## config.mk

```make
export PLATFORM = sky130hd
export DESIGN_NAME = crc_job_sequencer
export DESIGN_NICKNAME = d
export VERILOG_FILES = /design/src/rtl/crc_job_sequencer.sv
export SDC_FILE = /design/constraint.sdc
export NUM_CORES = 1
export LEC_CHECK = 0
export BUFFER_PORTS_ARGS = -buffer_cell sky130_fd_sc_hd__clkbuf_2
export CAP_MARGIN = 10
export CORE_MARGIN = 10
export CORE_UTILIZATION = 42
export CTS_CLUSTER_SIZE = 20
export DETAILED_ROUTE_END_ITERATION = 8
export PLACE_DENSITY_LB_ADDON = 0.08
export SLEW_MARGIN = 15
export SYNTH_ARGS = -nofsm -noshare
export SYNTH_HDL_FRONTEND = slang
export SYNTH_SLANG_ARGS = --single-unit
```

## constraint.sdc

```tcl
create_clock -name clk -period 4.8 [get_ports clk]
set_input_delay 0.96 -clock clk [delete_from_list [all_inputs] [get_ports clk]]
set_output_delay 0.96 -clock clk [all_outputs]
set_load 0.05 [all_outputs]
```

## src/rtl/crc_job_sequencer.sv

```systemverilog
// rtl/crc_job_sequencer.sv - round-robin sequencer sharing a memory-mapped CRC engine
module crc_job_sequencer #(
    parameter int          NREQ = 2,
    parameter int          LENW = 8,
    parameter logic [31:0] BASE = 32'h4003_2000
) (
    input  logic                   clk,
    input  logic                   rst,
    input  logic [NREQ-1:0]        req,
    input  logic [32*NREQ-1:0]     req_ctrl,
    input  logic [32*NREQ-1:0]     req_poly,
    input  logic [32*NREQ-1:0]     req_seed,
    input  logic [LENW*NREQ-1:0]   req_len,
    input  logic [NREQ-1:0]        w_valid,
    input  logic [32*NREQ-1:0]     w_data,
    output logic [NREQ-1:0]        w_ready,
    output logic [NREQ-1:0]        gnt,
    output logic [NREQ-1:0]        done,
    output logic [31:0]            result,
    output logic                   busy,
    output logic                   Sel,
    output logic                   RW,
    output logic [31:0]            addr,
    output logic [31:0]            data_wr,
    input  logic [31:0]            data_rd
);
    localparam int          IW  = (NREQ > 1) ? $clog2(NREQ) : 1;
    localparam logic [31:0] WAS = 32'h0200_0000;

    typedef enum logic [2:0] {
        IDLE, W_CTRLS, W_POLY, W_SEED, W_CTRL, STREAM, READ, DONE
    } state_t;

    state_t          state, state_nxt;
    logic [IW-1:0]   ptr, gidx, pick_idx, low_idx, high_idx;
    logic            low_any, high_any;
    logic [31:0]     ctrl_q, poly_q, seed_q;
    logic [LENW-1:0] cnt;
    logic            xfer;

    assign xfer = (state == STREAM) && w_valid[gidx];

    // Round-robin pick: lowest request at or above the pointer, else wrap to the lowest overall
    always_comb begin
        low_idx  = '0;
        high_idx = '0;
        low_any  = 1'b0;
        high_any = 1'b0;
        for (int i = NREQ - 1; i >= 0; i--) begin
            if (req[i]) begin
                low_idx = IW'(i);
                low_any = 1'b1;
                if (i >= int'(ptr)) begin
                    high_idx = IW'(i);
                    high_any = 1'b1;
                end
            end
        end
        pick_idx = high_any ? high_idx : low_idx;
    end

    // State register; reset drops any job in flight
    always_ff @(posedge clk or posedge rst) begin
        if (rst) state <= IDLE;
        else     state <= state_nxt;
    end

    // Next state plus the one bus transaction owned by each state
    always_comb begin
        state_nxt = state;
        Sel       = 1'b0;
        RW        = 1'b0;
        addr      = '0;
        data_wr   = '0;
        w_ready   = '0;
        case (state)
            IDLE: begin
                if (low_any) state_nxt = W_CTRLS;
            end
            W_CTRLS: begin
                Sel = 1'b1; RW = 1'b1; addr = BASE + 32'd8; data_wr = ctrl_q | WAS;
                state_nxt = W_POLY;
            end
            W_POLY: begin
                Sel = 1'b1; RW = 1'b1; addr = BASE + 32'd4; data_wr = poly_q;
                state_nxt = W_SEED;
            end
            W_SEED: begin
                Sel = 1'b1; RW = 1'b1; addr = BASE; data_wr = seed_q;
                state_nxt = W_CTRL;
            end
            W_CTRL: begin
                Sel = 1'b1; RW = 1'b1; addr = BASE + 32'd8; data_wr = ctrl_q & ~WAS;
                state_nxt = (cnt != '0) ? STREAM : READ;
            end
            STREAM: begin
                w_ready[gidx] = 1'b1;
                Sel     = w_valid[gidx];
                RW      = 1'b1;
                addr    = BASE;
                data_wr = w_data[gidx*32 +: 32];
                if (xfer && cnt == LENW'(1)) state_nxt = READ;
            end
            READ: begin
                addr      = BASE;
                state_nxt = DONE;
            end
            DONE: begin
                state_nxt = IDLE;
            end
            default: state_nxt = IDLE;
        endcase
    end

    // Job capture at grant, word countdown, result latch and grant release
    always_ff @(posedge clk or posedge rst) begin
        if (rst) begin
            gnt    <= '0;
            done   <= '0;
            result <= '0;
            busy   <= 1'b0;
            ptr    <= '0;
            gidx   <= '0;
            ctrl_q <= '0;
            poly_q <= '0;
            seed_q <= '0;
            cnt    <= '0;
        end else begin
            done <= '0;
            if (state == IDLE && low_any) begin
                gnt    <= NREQ'(1) << pick_idx;
                gidx   <= pick_idx;
                ctrl_q <= req_ctrl[pick_idx*32 +: 32];
                poly_q <= req_poly[pick_idx*32 +: 32];
                seed_q <= req_seed[pick_idx*32 +: 32];
                cnt    <= req_len[pick_idx*LENW +: LENW];
                busy   <= 1'b1;
            end
            if (xfer) cnt <= cnt - LENW'(1);
            if (state == READ) result <= data_rd;
            if (state == DONE) begin
                done <= gnt;
                gnt  <= '0;
                busy <= 1'b0;
                ptr  <= (gidx == IW'(NREQ - 1)) ? '0 : gidx + IW'(1);
            end
        end
    end

endmodule

```

==> load_flow_metrics.sql, run 1 <==
INSERT INTO impl_metrics (metric_group, metric, value, unit) VALUES
('drt', 'post_drt_via_cell_ratio', '5.547', ''),
('yosys', 'synth_async_sr_flop_share', '100.0', '%'),
('sta', 'crit_share_post_route', '76.78', '%'),
('worst_hold_path', 'min-delay-start', 'result[1]$_DFFE_PP0P_', ''),
('drt', 'wl_per_cell', '22.47', 'um'),
('sta', 'hold_violations', '0', ''),
('pwr', 'p_per_area', '781.5', 'nW/um2'),
('floorplanning', 'die_area', '25560', 'um2'),
('critical_path', 'crit-reg2reg-launch', 'state[1]$_DFFE_PP0P_', ''),
('layout', 'layout.core_utilization', '55.76', '%'),
('sta', 'final-setup-viol-count', '0', ''),
('global_route', 'wire_length_of_the_first_global_routing_pass', '49.13', 'mm'),
('drt', 'detail-route-antenna-nets', '0', ''),
('yosys', 'synth_flop_cell', 'sky130_fd_sc_hd__dfrtp_1', ''),
('critical_path', 'setup.worst_path.end', 'data_wr[7]', ''),
('outcome', 'run_status', 'completed', ''),
('critical_path', 'timing.reg2reg.setup_slack', '1860', 'ps'),
('floorplanning', 'top_level_ports', '415', ''),
('sta', 'finalMaxSlewViolations', '0', ''),
('global_route', 'grt_start_max_net_pins', '98', ''),
('worst_hold_path', 'timing.hold.worst.class', 'register to register', ''),
('sta', 'min_period', '3686', 'ps'),
('pwr', 'power.leakage', '0.005672', 'uW'),
('sta', 'rsz0062_at_grt', 'no', ''),
('place', 'placement.io_buffers', '386', ''),
('floorplanning', 'placement_rows', '51', ''),
('critical_path', 'timing.critical_path.from', 'state[1]$_DFFE_PP0P_', ''),
('global_route', 'grt_remaining_overflow', '0', ''),
('critical_path', 'crit_path_start_kind', 'register', ''),
('layout', 'final_layout_size_suffix_gt1_share', '45.47', '%'),
('yosys', 'synth-edff-count', '0', ''),
('critical_path', 'arrival', '2730', 'ps'),
('yosys', 'post_synth_num_cell_types', '48', ''),
('critical_path', 'path_max_fanout', '30', ''),
('floorplanning', 'die_x', '159.9', 'um'),
('place', 'pre_cts_ws', '1505', 'ps'),
('layout', 'areaGrowthSynthToFinish', '31.16', '%'),
('floorplanning', 'floorplan.initialDensity', '42.51', '%'),
('job', 'max_cap_violations', '0', ''),
('global_route', 'grt_usage', '24.10', '%'),
('yosys', 'post-synth-top-area-fraction', '44.15', '%'),
('sta', 'finalSetupTns', '0', 'ps'),
('clocking', 'h-tree-depth', '4', ''),
('critical_path', 'cp.required', '3840', 'ps'),
('yosys', 'synth_area_leaders', 'sky130_fd_sc_hd__dfrtp_1, sky130_fd_sc_hd__a221o_1, sky130_fd_sc_hd__mux2_2, sky130_fd_sc_hd__and3_1, sky130_fd_sc_hd__mux2i_1', ''),
('clocking', 'cts.sink_count', '145', ''),
('clocking', 'ctsHoldBuffers', '0', ''),
('sta', 'skew', '8.458', 'ps'),
('clocking', 'cts_tree', 'built', ''),
('global_route', 'first_global_vias', '8285', ''),
('clocking', 'postCtsResizedCells', '0', ''),
('yosys', 'synthCells', '788', ''),
('place', 'detailed_place_hpwl', '22.88', 'mm'),
('yosys', 'post-synth-top-area-cell', 'sky130_fd_sc_hd__dfrtp_1', ''),
('drt', 'via_count', '7793', ''),
('critical_path', 'worst_setup_path_end_kind', 'output pin', ''),
('critical_path', 'path_class', 'register to output pin', ''),
('sta', 'slew_headroom', '21.57', '%'),
('yosys', 'mappedNetlistArea', '8219', 'um2'),
('clocking', 'cts_buffer_depth', '2', ''),
('clocking', 'cts_setup_buffers', '0', ''),
('clocking', 'register_clock_pin_slew_on_the_reported_worst_setup_and_hold_paths', '60', 'ps'),
('place', 'place_congestion', '0.8323', ''),
('critical_path', 'worst_r2r_endpoint', 'seed_q[7]$_DFFE_PP0P_', ''),
('global_route', 'initial_antenna_violation_count', '4', ''),
('yosys', 'avgSynthCellArea', '10.43', 'um2'),
('yosys', 'synth_warnings', '0', ''),
('layout', 'layout_commonest_cell', 'sky130_fd_sc_hd__clkbuf_2', ''),
('floorplanning', 'floorplan.core_area', '19330', 'um2'),
('pwr', 'max-vdd-ir-drop', '0.0005055', 'V'),
('floorplanning', 'chipHeight', '159.9', 'um');
where the power goes:
part	internal (uW)	switching [uW]
Combinational	1630	3060
Sequential	1820	529
Clock	827	559
Total	4280	4150
per-stage QoR:
step	cell area, um2	hold WS, ps	std cells	total power, uW
after floorplan	8317	471.7	813	5915
after global placement	10160	486.0	1370	7038
after detailed placement	10160	492.2	1370	7083
after CTS	10770	505.0	1402	8488
after global routing	10780	516.0	1404	8938
final	10780	504.5	1405	8425
worst min-delay path by stage:
stage	slack, ps	to	cells past startpoint
2_1_floorplan	470	seed_q[25]$_DFFE_PP0P_	1
3_3_place_gp	490	result[26]$_DFFE_PP0P_	1
3_5_place_dp	490	result[8]$_DFFE_PP0P_	1
4_1_cts	500	ctrl_q[7]$_DFFE_PP0P_	2
5_1_grt	520	seed_q[9]$_DFFE_PP0P_	2
6_report	500	result[1]$_DFFE_PP0P_	1
synthesized netlist by cell type, types with 2 or more instances:
cell                       number
sky130_fd_sc_hd__dfrtp_1      145
sky130_fd_sc_hd__a221o_1       98
sky130_fd_sc_hd__and3_1        96
sky130_fd_sc_hd__mux2_2        67
sky130_fd_sc_hd__nand2_1       51
sky130_fd_sc_hd__clkbuf_1      47
sky130_fd_sc_hd__mux2i_1       38
sky130_fd_sc_hd__o21ai_0       36
sky130_fd_sc_hd__o22ai_1       31
sky130_fd_sc_hd__buf_4         29
sky130_fd_sc_hd__buf_2         26
sky130_fd_sc_hd__a22oi_1       22
sky130_fd_sc_hd__nor2_1        18
sky130_fd_sc_hd__a21oi_1       13
sky130_fd_sc_hd__inv_1         10
sky130_fd_sc_hd__nor2b_1        5
sky130_fd_sc_hd__nor3_1         5
sky130_fd_sc_hd__buf_1          4
sky130_fd_sc_hd__nand3_1        4
sky130_fd_sc_hd__or3_1          4
sky130_fd_sc_hd__a211oi_1       3
sky130_fd_sc_hd__o221ai_1       3
sky130_fd_sc_hd__and2_1         2
sky130_fd_sc_hd__buf_6          2
sky130_fd_sc_hd__clkbuf_2       2
sky130_fd_sc_hd__ha_1           2
sky130_fd_sc_hd__o211ai_1       2
sky130_fd_sc_hd__o21ai_2        2
sky130_fd_sc_hd__xnor2_1        2
cell families after synthesis:
kind of cell               share of synthesized area, %
adders and majority gates                        0.3044
and+or+nand+nor                                   12.67
xor gates and xnor gates                         0.2132
buffers and inverters                             7.459
DFF                                               44.15
AOI/OAI and AO/OA                                 21.36
other                                           0.04563
muxes                                             13.81
registers in the layout, indices dropped and copies added (netlist names):
signal / count
busy: 1
gidx: 1
poly_q: 32
ctrl_q: 31
ptr: 1
result: 32
gnt: 2
state: 3
seed_q: 32
cnt: 8
done: 2
layout make-up:
class | instances | area [um2]
fillers | 1798 | 8554
multi-input cells | 547 | 4099
flip-flops and latches | 145 | 3636
repair buffers | 402 | 2052
clock buffers | 18 | 429.2
well taps | 265 | 331.6
clock inverters | 14 | 180.2
inverters | 11 | 45.04
diodes | 3 | 7.507
critical path, cell delays in order, from the launching register on:
cell	delay, ps
sky130_fd_sc_hd__dfrtp_2	860
sky130_fd_sc_hd__buf_4	450
sky130_fd_sc_hd__mux2_2	370
sky130_fd_sc_hd__a21oi_1	200
sky130_fd_sc_hd__o22ai_1	110
sky130_fd_sc_hd__clkbuf_2	280
layer usage:
layer	GRT usage [%]	part of all wire, %	vias to the layer above
met5	0	0.041	-
met4	6.219	1.7	2
met3	8.586	9.1	27
met2	40.64	50	361
met1	28.62	40	3761
li1	-	-	3642
Note: power is estimated with default switching activity, not from simulation.
==> run 2: changes to the inputs <==
- clock period: 4.8 -> 3 ns (I/O delays scaled with it)
==> load_flow_metrics.sql, run 2 (synthesized netlist as in run 1, its figures left out) <==
INSERT INTO impl_metrics (metric_group, metric, value, unit) VALUES
('outcome', 'run_status', 'completed', ''),
('clocking', 'cts_setup_buffers', '0', ''),
('place', 'detailed_place_hpwl', '23.38', 'mm'),
('floorplanning', 'top_level_ports', '415', ''),
('pwr', 'power.leakage', '0.005744', 'uW'),
('sta', 'min_period', '2804', 'ps'),
('clocking', 'cts_tree', 'built', ''),
('pwr', 'part_of_the_power_in_the_clock_network', '15.6', '%'),
('global_route', 'first_global_vias', '8216', ''),
('layout', 'layout_commonest_cell', 'sky130_fd_sc_hd__clkbuf_2', ''),
('job', 'max_cap_violations', '0', ''),
('drt', 'via_count', '7760', ''),
('pwr', 'power.share.sequential', '26.7', '%'),
('global_route', 'initial_antenna_violation_count', '4', ''),
('worst_hold_path', 'timing.hold.worst.class', 'input pin to asynchronous set/reset pin', ''),
('pwr', 'p_per_area', '1239', 'nW/um2'),
('drt', 'totalWireLength', '31.54', 'mm'),
('place', 'placement.io_buffers', '386', ''),
('floorplanning', 'die_area', '25560', 'um2'),
('floorplanning', 'placement_rows', '51', ''),
('clocking', 'cts.sink_count', '145', ''),
('sta', 'achievable-frequency', '356.7', 'MHz'),
('pwr', 'max-vdd-ir-drop', '0.0006451', 'V'),
('sta', 'crit_share_post_route', '93.45', '%'),
('critical_path', 'worst_r2r_endpoint', 'cnt[3]$_DFFE_PP0P_', ''),
('layout', 'leading_cell_types_in_the_layout_fill_and_taps_excluded', 'sky130_fd_sc_hd__clkbuf_2, sky130_fd_sc_hd__dfrtp_1, sky130_fd_sc_hd__a221o_1', ''),
('critical_path', 'crit-reg2reg-launch', 'state[1]$_DFFE_PP0P_', ''),
('layout', 'biggest_regs', 'poly_q x32, result x32, seed_q x32', ''),
('clocking', 'cts_buffer_depth', '2', ''),
('sta', 'finalSetupTns', '0', 'ps'),
('layout', 'areaGrowthSynthToFinish', '33.02', '%'),
('clocking', 'register_clock_pin_slew_on_the_reported_worst_setup_and_hold_paths', '70', 'ps'),
('sta', 'hold_violations', '0', ''),
('layout', 'multiInputGateArea', '4099', 'um2'),
('global_route', 'grt_start_max_net_pins', '95', ''),
('floorplanning', 'floorplan.core_area', '19330', 'um2'),
('critical_path', 'timing.reg2reg.worst_path_depth', '6', ''),
('critical_path', 'path_max_fanout', '19', ''),
('layout', 'final_layout_size_suffix_gt1_share', '46.03', '%'),
('pwr', 'p_sw', '6704', 'uW'),
('clocking', 'ctsHoldBuffers', '0', ''),
('layout', 'fill_cells', '1793', ''),
('sta', 'tightestPinTransition', '746.2', 'ps'),
('pwr', 'switching_share', '49.48', '%'),
('critical_path', 'path_class', 'register to output pin', ''),
('drt', 'post_drt_via_cell_ratio', '5.480', ''),
('place', 'dp.cells', '1380', ''),
('clocking', 'h-tree-depth', '4', ''),
('pwr', 'power_frac_comb', '57.7', '%'),
('critical_path', 'cp.required', '2400', 'ps'),
('critical_path', 'worst_setup_path_end_kind', 'output pin', ''),
('critical_path', 'critical_path.slowest_cell', 'sky130_fd_sc_hd__dfrtp_2', ''),
('clocking', 'ctsRootBufferMaster', 'sky130_fd_sc_hd__clkbuf_16', ''),
('sta', 'skew', '9.096', 'ps'),
('drt', 'wl_per_cell', '22.27', 'um'),
('place', 'place_congestion', '0.8663', ''),
('sta', 'final-setup-viol-count', '0', ''),
('floorplanning', 'chipHeight', '159.9', 'um'),
('sta', 'finalMaxSlewViolations', '0', ''),
('critical_path', 'timing.reg2reg.setup_slack', '890', 'ps'),
('layout', 'nNetsFinal', '1446', ''),
('drt', 'drc', '0', ''),
('clocking', 'cts_inserted_buffers', '17', ''),
('global_route', 'wire_length_of_the_first_global_routing_pass', '48.42', 'mm'),
('sta', 'rsz0062_at_grt', 'no', ''),
('global_route', 'grt_remaining_overflow', '0', ''),
('sta', 'final.hold.worst_slack', '290.4', 'ps'),
('clocking', 'postCtsResizedCells', '0', ''),
('drt', 'firstDrtPassIters', '5', ''),
('drt', 'detail-route-antenna-nets', '0', ''),
('layout', 'sequential_cell_area_in_the_final_layout', '3636', 'um2'),
('global_route', 'grt_usage', '23.86', '%'),
('floorplanning', 'die_x', '159.9', 'um'),
('critical_path', 'crit_path_start_kind', 'register', ''),
('critical_path', 'arrival', '2200', 'ps'),
('floorplanning', 'floorplan.initialDensity', '42.51', '%'),
('layout', 'post_layout_nonfiller_instances', '1416', ''),
('drt', 'detail_route.iter0.violations', '458', ''),
('critical_path', 'crit_path_cell_trace', 'nand2b_2 > buf_4 > o22ai_1 > clkbuf_2', ''),
('clocking', 'insertion_delay', '420', 'ps'),
('sta', 'slew_headroom', '50.15', '%'),
('critical_path', 'worst_path_largest_cell_delay', '450', 'ps'),
('pwr', 'cellInternalPower', '6846', 'uW');
run 2: routing by layer:
metal  GRT usage [%]  up-vias  share of wire (%)
met5               0        -                  0
met4           7.763        0                2.1
met1           28.28     3736                 39
met2           39.72      312                 50
li1                -     3671                  -
met3           8.303       41                8.5
run 2: worst max-delay path by stage:
| stage | slack, ps | endpoint | cells after the start | start |
|---|---|---|---|---|
| 2_1_floorplan | 240 | Sel | 5 | state[1]$_DFFE_PP0P_ |
| 3_3_place_gp | 650 | data_wr[14] | 4 | state[1]$_DFFE_PP0P_ |
| 3_5_place_dp | 620 | data_wr[1] | 4 | state[1]$_DFFE_PP0P_ |
| 4_1_cts | 160 | data_wr[1] | 4 | state[1]$_DFFE_PP0P_ |
| 5_1_grt | 130 | data_wr[1] | 4 | state[1]$_DFFE_PP0P_ |
| 6_report | 200 | data_wr[1] | 4 | state[1]$_DFFE_PP0P_ |
run 2: layout make-up:
class | instances | share of cell area, %
Sequential cell | 145 | 33.26
Multi-Input combinational cell | 547 | 37.49
Inverter | 11 | 0.4120
Clock inverter | 14 | 1.328
Clock buffer | 18 | 4.017
Tap cell | 265 | 3.033
Timing Repair Buffer | 412 | 20.37
Antenna cell | 4 | 0.09155
run 2: worst max-delay path, delay by kind of cell (launching register included):
family / cells / cell delay [ps]
buffers and inverters: 2 / 660
DFF: 1 / 450
and+or+nand+nor: 1 / 370
AOI/OAI and AO/OA: 1 / 300
run 2: metrics by stage:
stage,worst slack [ps],cell area [um2],utilization (%),total power (uW)
2_1_floorplan,239.2,8317,-,9465
3_3_place_gp,653.1,10340,53.47,11420
3_5_place_dp,618.9,10340,53.47,11500
4_1_cts,161.9,10920,56.49,13660
5_1_grt,129.9,10930,56.53,14350
6_report,196.4,10930,56.55,13550
run 2: power by group through the flow:
| stage | Sequential, uW | Clock, uW | Combinational (uW) |
|---|---|---|---|
| detailed placement | 3630 | 0 | 7870 |
| global route | 3730 | 2250 | 8370 |
| global placement | 3610 | 0 | 7820 |
| CTS | 3600 | 2160 | 7890 |
| finish | 3610 | 2120 | 7820 |
| floorplan | 4220 | 0 | 5250 |
==> run 3: changes to the inputs <==
- CORE_AREA: default -> 2 2 161 163
- CORE_MARGIN: 10 -> default
- CORE_UTILIZATION: 42 -> default
- DIE_AREA: default -> 0 0 163 165
- PLACE_DENSITY: default -> 0.6
- PLACE_DENSITY_LB_ADDON: 0.08 -> default
==> load_flow_metrics.sql, run 3 (synthesized netlist as in run 1, its figures left out) <==
INSERT INTO impl_metrics (metric_group, metric, value, unit) VALUES
('outcome', 'run_status', 'completed', ''),
('clocking', 'h-tree-depth', '4', ''),
('clocking', 'ctsHoldBuffers', '0', ''),
('global_route', 'grt_usage', '21.53', '%'),
('drt', 'totalWireLength', '29.61', 'mm'),
('layout', 'biggest_regs', 'poly_q x32, result x32, seed_q x32', ''),
('critical_path', 'crit_path_cell_trace', 'nor2b_2 > buf_4 > a22oi_1 > o22ai_1 > clkbuf_2', ''),
('sta', 'finalSetupTns', '0', 'ps'),
('floorplanning', 'floorplan.initialDensity', '32.83', '%'),
('critical_path', 'path_class', 'register to output pin', ''),
('layout', 'finish.instance_area', '10990', 'um2'),
('place', 'placedInstanceArea', '10410', 'um2'),
('critical_path', 'arrival', '2290', 'ps'),
('critical_path', 'cp.required', '2400', 'ps'),
('pwr', 'switching_share', '49.86', '%'),
('worst_hold_path', 'timing.hold.worst.class', 'input pin to asynchronous set/reset pin', ''),
('drt', 'wl_per_cell', '19.98', 'um'),
('clocking', 'cts_inserted_buffers', '17', ''),
('pwr', 'part_of_the_power_in_the_clock_network', '15.1', '%'),
('sta', 'slew_headroom', '52.91', '%'),
('sta', 'achievable-frequency', '345.5', 'MHz'),
('sta', 'tightestPinTransition', '699.9', 'ps'),
('place', 'pre_cts_ws', '430.3', 'ps'),
('layout', 'layout_commonest_cell', 'sky130_fd_sc_hd__clkbuf_2', ''),
('drt', 'via_count', '7871', ''),
('pwr', 'p_per_area', '1231', 'nW/um2'),
('drt', 'drc', '0', ''),
('sta', 'min_period', '2894', 'ps'),
('critical_path', 'worst_path_dominant_cell_family', 'buffers and inverters', ''),
('critical_path', 'crit_path_start_kind', 'register', ''),
('layout', 'leading_cell_types_in_the_layout_fill_and_taps_excluded', 'sky130_fd_sc_hd__clkbuf_2, sky130_fd_sc_hd__dfrtp_1, sky130_fd_sc_hd__a221o_1', ''),
('drt', 'firstDrtPassIters', '5', ''),
('place', 'detailed_place_hpwl', '21.33', 'mm'),
('global_route', 'first_global_vias', '7752', ''),
('global_route', 'grt_remaining_overflow', '0', ''),
('sta', 'rsz0062_at_grt', 'no', ''),
('floorplanning', 'chipHeight', '165', 'um'),
('critical_path', 'crit_buf_inv', '2', ''),
('global_route', 'globalRouteMet3Util', '4.872', '%'),
('clocking', 'cts.sink_count', '145', ''),
('drt', 'post_drt_via_cell_ratio', '5.311', ''),
('floorplanning', 'die_x', '163', 'um'),
('place', 'placement.io_buffers', '386', ''),
('sta', 'crit_share_post_route', '96.47', '%'),
('floorplanning', 'placement_rows', '58', ''),
('clocking', 'ctsRootBufferMaster', 'sky130_fd_sc_hd__clkbuf_16', ''),
('global_route', 'wire_length_of_the_first_global_routing_pass', '44.07', 'mm'),
('pwr', 'power_frac_comb', '57.1', '%'),
('pwr', 'p_sw', '6750', 'uW'),
('drt', 'detail_route.iter0.violations', '605', ''),
('pwr', 'power.share.sequential', '27.8', '%'),
('sta', 'final-setup-viol-count', '0', ''),
('global_route', 'initial_antenna_violation_count', '2', ''),
('clocking', 'cts_buffer_depth', '2', ''),
('job', 'max_cap_violations', '0', ''),
('global_route', 'globalRouteMet1Util', '28.09', '%'),
('critical_path', 'worst_path_largest_cell_delay', '660', 'ps'),
('global_route', 'global_route.peak_usage_layer', 'met2', ''),
('global_route', 'grt_met2_usage', '35.09', '%'),
('drt', 'detail-route-antenna-nets', '0', ''),
('critical_path', 'path_max_fanout', '24', ''),
('layout', 'fill_cells', '2451', ''),
('layout', 'final_layout_size_suffix_gt1_share', '46.17', '%'),
('sta', 'final.setup.worst_slack', '105.9', 'ps'),
('global_route', 'grt_start_max_net_pins', '79', ''),
('floorplanning', 'die_area', '26900', 'um2'),
('pwr', 'max-vdd-ir-drop', '0.0005997', 'V'),
('pwr', 'power.leakage', '0.005741', 'uW'),
('clocking', 'cts_tree', 'built', ''),
('sta', 'finalMaxSlewViolations', '0', ''),
('floorplanning', 'floorplan.core_area', '25040', 'um2'),
('pwr', 'cellInternalPower', '6789', 'uW'),
('place', 'place_congestion', '0.8619', ''),
('layout', 'nNetsFinal', '1449', ''),
('pwr', 'power.total', '13540', 'uW'),
('clocking', 'register_clock_pin_slew_on_the_reported_worst_setup_and_hold_paths', '70', 'ps'),
('critical_path', 'critical_path.slowest_cell', 'sky130_fd_sc_hd__dfrtp_4', ''),
('clocking', 'insertion_delay', '420', 'ps'),
('sta', 'final.hold.worst_slack', '286.7', 'ps'),
('sta', 'hold_violations', '0', ''),
('layout', 'areaGrowthSynthToFinish', '33.76', '%'),
('critical_path', 'worst_setup_path_end_kind', 'output pin', ''),
('floorplanning', 'top_level_ports', '415', ''),
('sta', 'skew', '13.20', 'ps');
run 3: timing repair:
item | 4_1_cts | 5_1_grt
setup buffers | 1 | 0
endpoints found under the hold margin | 0 | 0
endpoints found under the setup margin | 1 | 2
gates resized for setup | 0 | 3
run 3: worst paths after layout:
| check | start | to | slack [ps] | cells after the start |
|---|---|---|---|---|
| worst max-delay path | state[0]$_DFFE_PP0P_ | data_wr[28] | 110 | 5 |
| worst min-delay path | rst | ctrl_q[13]$_DFFE_PP0P_ | 290 | 3 |
| worst max register to register | state[1]$_DFFE_PP0P_ | poly_q[28]$_DFFE_PP0P_ | 580 | 6 |
| worst min register to register | busy$_DFFE_PP0P_ | busy$_DFFE_PP0P_ | 490 | 2 |
| max in group asynchronous | rst | state[2]$_DFFE_PP0P_ | 2280 | 3 |
| min in group clk | req_ctrl[47] | ctrl_q[15]$_DFFE_PP0P_ | 410 | 2 |
run 3: power by group through the flow:
stage          sequential, uW  clock [uW]  combinational (uW)
6_report                 3760        2040                7730
3_3_place_gp             3790           0                7610
4_1_cts                  3760        2100                7790
3_5_place_dp             3810           0                7700
5_1_grt                  3900        2190                8270
2_1_floorplan            4220           0                5250
run 3: area by class of cell:
| class | count | area (um2) | area share (%) |
|---|---|---|---|
| tap | 330 | 412.9 | 3.756 |
| antenna | 2 | 5.005 | 0.04552 |
| multi-input combinational | 547 | 4099 | 37.28 |
| timing repair buffer | 415 | 2232 | 20.30 |
| sequential | 145 | 3641 | 33.12 |
| clock buffer | 18 | 439.2 | 3.995 |
| inverter | 11 | 45.04 | 0.4097 |
| clock inverter | 14 | 120.1 | 1.093 |
run 3: worst min-delay path, stage by stage:
cell	delay, ps
sky130_fd_sc_hd__clkbuf_2	100
sky130_fd_sc_hd__clkinvlp_4	100
sky130_fd_sc_hd__buf_12	310
run 3: routing by layer:
metal,up-vias,wire length (um)
li1,3671,-
met1,3774,12740
met2,380,14100
met3,46,1971
met4,0,794
met5,-,0
run 3: metrics by stage:
stage / cells / util [%]
final: 1482 / 43.91
after global routing: 1481 / 43.90
after detailed placement: 1447 / 41.58
after CTS: 1480 / 43.87
after global placement: 1447 / 41.58
after floorplan: 813 / -
